## src/rtl/wb_pkg.sv

```systemverilog
// Shared definitions for the in-order writeback reorder buffer.
package wb_pkg;

    localparam int DEPTH_DEF = 4;
    localparam int DW_DEF    = 32;

    // One writeback slot. The data field uses the package data width, so a
    // wb_rob instance is expected to run with DW equal to DW_DEF.
    typedef struct packed {
        logic              valid;
        logic              ready;
        logic [3:0]        dst;
        logic [DW_DEF-1:0] data;
    } slot_t;

endpackage

```

## src/rtl/wb_rob.sv

```systemverilog
// In-order writeback reorder buffer: ALU results and issued loads take
// slots in program order, loads are filled as their data returns in issue
// order, and the oldest ready slot drives one register-file write per cycle.
module wb_rob
    import wb_pkg::*;
#(
    parameter int DEPTH = DEPTH_DEF,
    parameter int DW    = DW_DEF
) (
    input  logic          clk,
    input  logic          rst,
    input  logic          alu_valid,
    input  logic [3:0]    alu_dst,
    input  logic [DW-1:0] alu_data,
    input  logic          ld_issue,
    input  logic [3:0]    ld_dst,
    input  logic          ld_ret_valid,
    input  logic [DW-1:0] ld_ret_data,
    output logic          stall,
    output logic          wr,
    output logic [3:0]    wr_dst,
    output logic [DW-1:0] wr_data,
    output logic          err
);

    localparam int             AW       = $clog2(DEPTH);
    localparam logic [AW:0]    FULL_CNT = (AW+1)'(DEPTH);

    slot_t          slots_r [DEPTH];
    logic [AW-1:0]  head_r;
    logic [AW-1:0]  tail_r;
    logic [AW:0]    count_r;
    logic           wr_r;
    logic [3:0]     wr_dst_r;
    logic [DW-1:0]  wr_data_r;
    logic           err_r;

    logic           full_s;
    logic           push_req_s;
    logic           push_s;
    logic           pop_s;
    logic           pending_s;
    logic [AW-1:0]  fill_s;
    logic [AW-1:0]  idx_s;
    logic           fill_go_s;
    logic           err_evt_s;
    slot_t          new_slot_s;

    assign full_s     = (count_r == FULL_CNT);
    assign stall      = full_s;
    assign push_req_s = alu_valid | ld_issue;
    // A full buffer drops the enqueue even when the head pops this cycle.
    assign push_s     = push_req_s & ~full_s;
    // A slot filled this cycle still reads ready=0, so it pops next cycle at the earliest.
    assign pop_s      = slots_r[head_r].valid & slots_r[head_r].ready;
    assign fill_go_s  = ld_ret_valid & pending_s;
    assign err_evt_s  = (alu_valid & ld_issue)
                      | (push_req_s & full_s)
                      | (ld_ret_valid & ~pending_s);

    assign wr      = wr_r;
    assign wr_dst  = wr_dst_r;
    assign wr_data = wr_data_r;
    assign err     = err_r;

    // Fill pointer: oldest valid slot still waiting for load data, scanned from head.
    always_comb begin
        fill_s    = '0;
        idx_s     = '0;
        pending_s = 1'b0;
        for (int i = DEPTH - 1; i >= 0; i--) begin
            idx_s = head_r + AW'(i);
            if (slots_r[idx_s].valid && !slots_r[idx_s].ready) begin
                fill_s    = idx_s;
                pending_s = 1'b1;
            end else begin
                pending_s = pending_s;
            end
        end
    end

    // Build the entry to enqueue; a load wins over a simultaneous ALU result.
    always_comb begin
        new_slot_s       = '0;
        new_slot_s.valid = 1'b1;
        if (ld_issue) begin
            new_slot_s.ready = 1'b0;
            new_slot_s.dst   = ld_dst;
            new_slot_s.data  = '0;
        end else begin
            new_slot_s.ready = 1'b1;
            new_slot_s.dst   = alu_dst;
            new_slot_s.data  = alu_data;
        end
    end

    // Slot storage and head/tail/count bookkeeping.
    always_ff @(posedge clk) begin
        if (rst) begin
            for (int i = 0; i < DEPTH; i++) begin
                slots_r[i] <= '0;
            end
            head_r  <= '0;
            tail_r  <= '0;
            count_r <= '0;
        end else begin
            if (pop_s) begin
                slots_r[head_r].valid <= 1'b0;
                slots_r[head_r].ready <= 1'b0;
                head_r                <= head_r + AW'(1);
            end
            if (fill_go_s) begin
                slots_r[fill_s].ready <= 1'b1;
                slots_r[fill_s].data  <= ld_ret_data;
            end
            if (push_s) begin
                slots_r[tail_r] <= new_slot_s;
                tail_r          <= tail_r + AW'(1);
            end
            case ({push_s, pop_s})
                2'b10:   count_r <= count_r + (AW+1)'(1);
                2'b01:   count_r <= count_r - (AW+1)'(1);
                default: count_r <= count_r;
            endcase
        end
    end

    // Register-file write port, registered from the popped head slot.
    always_ff @(posedge clk) begin
        if (rst) begin
            wr_r      <= 1'b0;
            wr_dst_r  <= 4'd0;
            wr_data_r <= '0;
        end else if (pop_s) begin
            wr_r      <= 1'b1;
            wr_dst_r  <= slots_r[head_r].dst;
            wr_data_r <= slots_r[head_r].data;
        end else begin
            wr_r      <= 1'b0;
        end
    end

    // Sticky protocol-violation flag, cleared only by reset.
    always_ff @(posedge clk) begin
        if (rst) begin
            err_r <= 1'b0;
        end else if (err_evt_s) begin
            err_r <= 1'b1;
        end else begin
            err_r <= err_r;
        end
    end

endmodule

```

## config.mk

```make
export PLATFORM = sky130hd
export DESIGN_NAME = wb_rob
export DESIGN_NICKNAME = d
export VERILOG_FILES = /design/src/rtl/wb_pkg.sv /design/src/rtl/wb_rob.sv
export SDC_FILE = /design/constraint.sdc
export NUM_CORES = 1
export LEC_CHECK = 0
export ABC_AREA = 1
export BUFFER_PORTS_ARGS = -buffer_cell sky130_fd_sc_hd__buf_2
export CAP_MARGIN = 0
export CORE_MARGIN = 8
export CORE_UTILIZATION = 25
export DETAILED_ROUTE_END_ITERATION = 8
export PLACE_DENSITY = 0.41
export SYNTH_ARGS = -nofsm -noshare
export SYNTH_HDL_FRONTEND = slang
export SYNTH_SLANG_ARGS = --single-unit
```

## constraint.sdc

```tcl
create_clock -name clk -period 6.2 [get_ports clk]
set_clock_uncertainty 0.1 [all_clocks]
set_input_delay 1.24 -clock clk [delete_from_list [all_inputs] [get_ports clk]]
set_output_delay 1.24 -clock clk [all_outputs]
set_load 0.05 [all_outputs]
```

==> metrics.md <==
| Metric | Value |
|---|---|
| Sequential area share after synthesis | `0.513` |
| Initial core utilization | `0.253` |
| Final worst path period share | `0.688` |
| CTS max path bufs | `2` |
| Total Power | `approximately 0.0042 W` |
| Synthesized area | `10600 um2` |
| Critical Path RT | `between 6 and 7 ns` |
| Worst hold stages | `2` |
| Most frequent cells in the layout | `410 x nand2_1, 144 x edfxtp_1, 135 x nor2_1, 115 x buf_2, 113 x o21ai_2` |
| Setup slack after layout | `approximately 1.9 ns` |
| Antenna Nets Post-Route | `0` |
| Cell Area, Placed | `approximately 12000 um2` |
| Die Wd | `~220 um` |
| P_int | `between 0.002 and 0.003 W` |
| Register bit total from synthesis | `between 150 and 200` |
| Worst-path clk slew | `about 0.08 ns` |
| Arrival time worst endpoint | `between 4 and 5 ns` |
| Power per cell area | `351 nW/um2` |
| Vias per cell | `between 4 and 5` |
| Yosys warnings | `0` |
| Maximum capacitance violations | `0` |
| Setup violations, final | `0` |
| Final Max Slew Viols | `0` |
| DR WL/cell | `roughly 19 um` |
| Clk network pwr share | `0.265` |
| Syn Nets | `between 1000 and 1500` |
| RR Endpoint | `slots_r[3][29]` |
| Post-route cell area | `between 10000 and 15000 um2` |
| RSZ-0062 raised after global routing | `false` |
| Fmax | `approximately 230 MHz` |
| Hold/Removal Path Class | `reg -> reg` |
| Die span in y | `about 220 um` |
| R2R Path Start | `head_r[0]` |
| Startpoint class of the critical path | `register` |
| CTS Sinks | `around 200` |
| Hold_buf cts | `0` |
| GRT Overall Usage | `0.145` |
| Die footprint | `roughly 49000 um2` |
| CTS H-tree depth | `4` |
| Sequential power share | `0.426` |
| Top-area cell type share of the netlist area | `0.409` |
| Crit path capture type | `register` |
| Synth top area cells | `edfxtp_1 41%, nand2_1 15%, dfxtp_1 10%` |
| NumNets Final | `about 1400` |
| WHS | `around 0.37 ns` |
| Commonest non-fill, non-tap cell in the layout | `nand2_1` |
| Crit Path Max Fanout | `34` |
| Hold Startpoint | `wr_data[21]` |
| Root buf cell | `clkbuf_16` |
| Remaining Overflow, GRT | `0` |
| Worst R2R Path Depth | `12` |
| Core area | `between 40000 and 50000 um2` |
| Final min period | `4.27 ns` |
| Setup TNS | `0 ns` |
| Number of buffers created by CTS | `17` |
| Antenna violations before repair | `1` |
| Final Hold Fails | `0` |
| Number of setup buffers added after CTS | `0` |
| Largest net degree at the start of global routing | `73` |
| Flop-to-flop setup slack | `between 1.5 and 2 ns` |
| Synth Instances | `between 1000 and 1500` |
| Worst-margin pin slew | `roughly 1.1 ns` |
| Worst skew pair latency | `0.45 ns` |
| Avg Synthesized Cell Area | `~8.4 um2` |
| Routability cong. | `0.851` |
| Slew margin rel. | `0.273` |
| DP HPWL | `~22000 um` |
| First DRT Iteration DRCs | `roughly 810` |
| VDD IR max | `0.168 mV` |
| Place WS | `roughly 1.8 ns` |
| Vias in the first global route | `8800` |
| Critical path class | `reg -> reg` |
| DR pass1 iterations | `5` |
| Port buffer count | `roughly 120` |
| Synth area leader | `edfxtp_1` |
| P_sw | `approximately 0.0017 W` |
| Leak | `approximately 5.3 nW` |
| Synth-to-layout area growth | `14.4%` |
| Part of the power in combinational logic | `0.309` |
| DRC | `0` |
| # IOs | `~120` |
| Post-Route WL | `approximately 36000 um` |
| First-pass GRT wire length | `between 50000 and 60000 um` |
| Netlist cell types | `27` |
| Outcome | `complete, no violations` |
| TritonCTS clock tree | `built` |
| Switching Fraction | `0.392` |
| Post-CTS sizing | `0` |
| Worst Hold Path EP | `wr_data[21]` |
| Share of cells above drive strength 1 | `0.233` |
| # rows | `between 70 and 80` |
| Via count | `just under 9000` |
how the worst max path moves through the flow:
| stage | startpoint | end | slack (ns) | cells past startpoint |
|---|---|---|---|---|
| 2_1_floorplan | count_r[0] | slots_r[0][0] | 2.56 | 5 |
| 3_3_place_gp | rst | slots_r[0][13] | 1.83 | 8 |
| 3_5_place_dp | rst | slots_r[3][30] | 1.78 | 9 |
| 4_1_cts | head_r[0] | slots_r[3][29] | 1.93 | 12 |
| 5_1_grt | head_r[0] | slots_r[0][8] | 1.62 | 13 |
| 6_report | head_r[0] | slots_r[3][29] | 1.93 | 12 |
routing by layer:
| layer | GRT usage | up-vias | part of all wire |
|---|---|---|---|
| li1 | - | 4284 | - |
| met4 | 0.0440 | 0 | 0.022 |
| met2 | 0.233 | 233 | 0.46 |
| met3 | 0.0274 | 28 | 0.043 |
| met5 | 0 | - | 0 |
| met1 | 0.194 | 4241 | 0.48 |
cell type report:
| cell class | instances | area, um2 |
|---|---|---|
| diodes | 1 | 2.50 |
| clock buffers | 19 | 453 |
| clock inverters | 13 | 108 |
| fillers | 4477 | 29800 |
| inverters | 67 | 251 |
| multi-input cells | 903 | 4500 |
| flip-flops and latches | 199 | 5430 |
| well taps | 539 | 674 |
| repair buffers | 128 | 673 |
sequential cells by signal, indices dropped and copies added, names as in the netlist, named ones only:
name,cells
tail_r,2
count_r,3
err,1
slots_r,152
head_r,2
wr_data,32
wr_dst,4
wr,1
Yosys cell counts (all sizes together):
library cell	n
nand2	418
o21ai	225
edfxtp	144
nor2	140
inv	67
clkbuf	61
nand3	61
dfxtp	55
o22ai	36
buf	25
a21oi	11
ha	5
mux2i	4
fa	1
nand4	1
nor3	1
stage by stage:
stage | util | std cells
finish | 0.289 | 1869
global route | 0.289 | 1869
CTS | 0.289 | 1868
floorplan | - | 1255
global placement | 0.275 | 1836
detailed placement | 0.275 | 1836
logic make-up after synthesis:
family	synth area share
AOI/OAI and AO/OA	0.175
and+or+nand+nor	0.234
buffers and inverters	0.0663
adders and majority gates	0.00781
muxes	0.00379
DFF	0.513
critical path: stages, from the launching register on:
cell     delay, ns
dfxtp_1       0.75
inv_2         0.27
nand2_1       0.14
nand2_1       0.09
nand2_1       0.13
nand2_1       0.10
inv_2         0.10
nand4_1       0.15
nand2_2       0.15
nor2_4        0.07
nand2_4       0.52
nand3_2       0.93
buf_4         0.49
power by group through the flow:
stage / Combinational, W / Clock (W) / Sequential, W
global placement: 0.00133 / 0 / 0.00184
CTS: 0.00134 / 0.00115 / 0.00181
finish: 0.00131 / 0.00112 / 0.00181
global route: 0.00147 / 0.00119 / 0.00184
detailed placement: 0.00133 / 0 / 0.00184
floorplan: 0.000838 / 0 / 0.00193
Note: power is estimated with default switching activity, not from simulation.
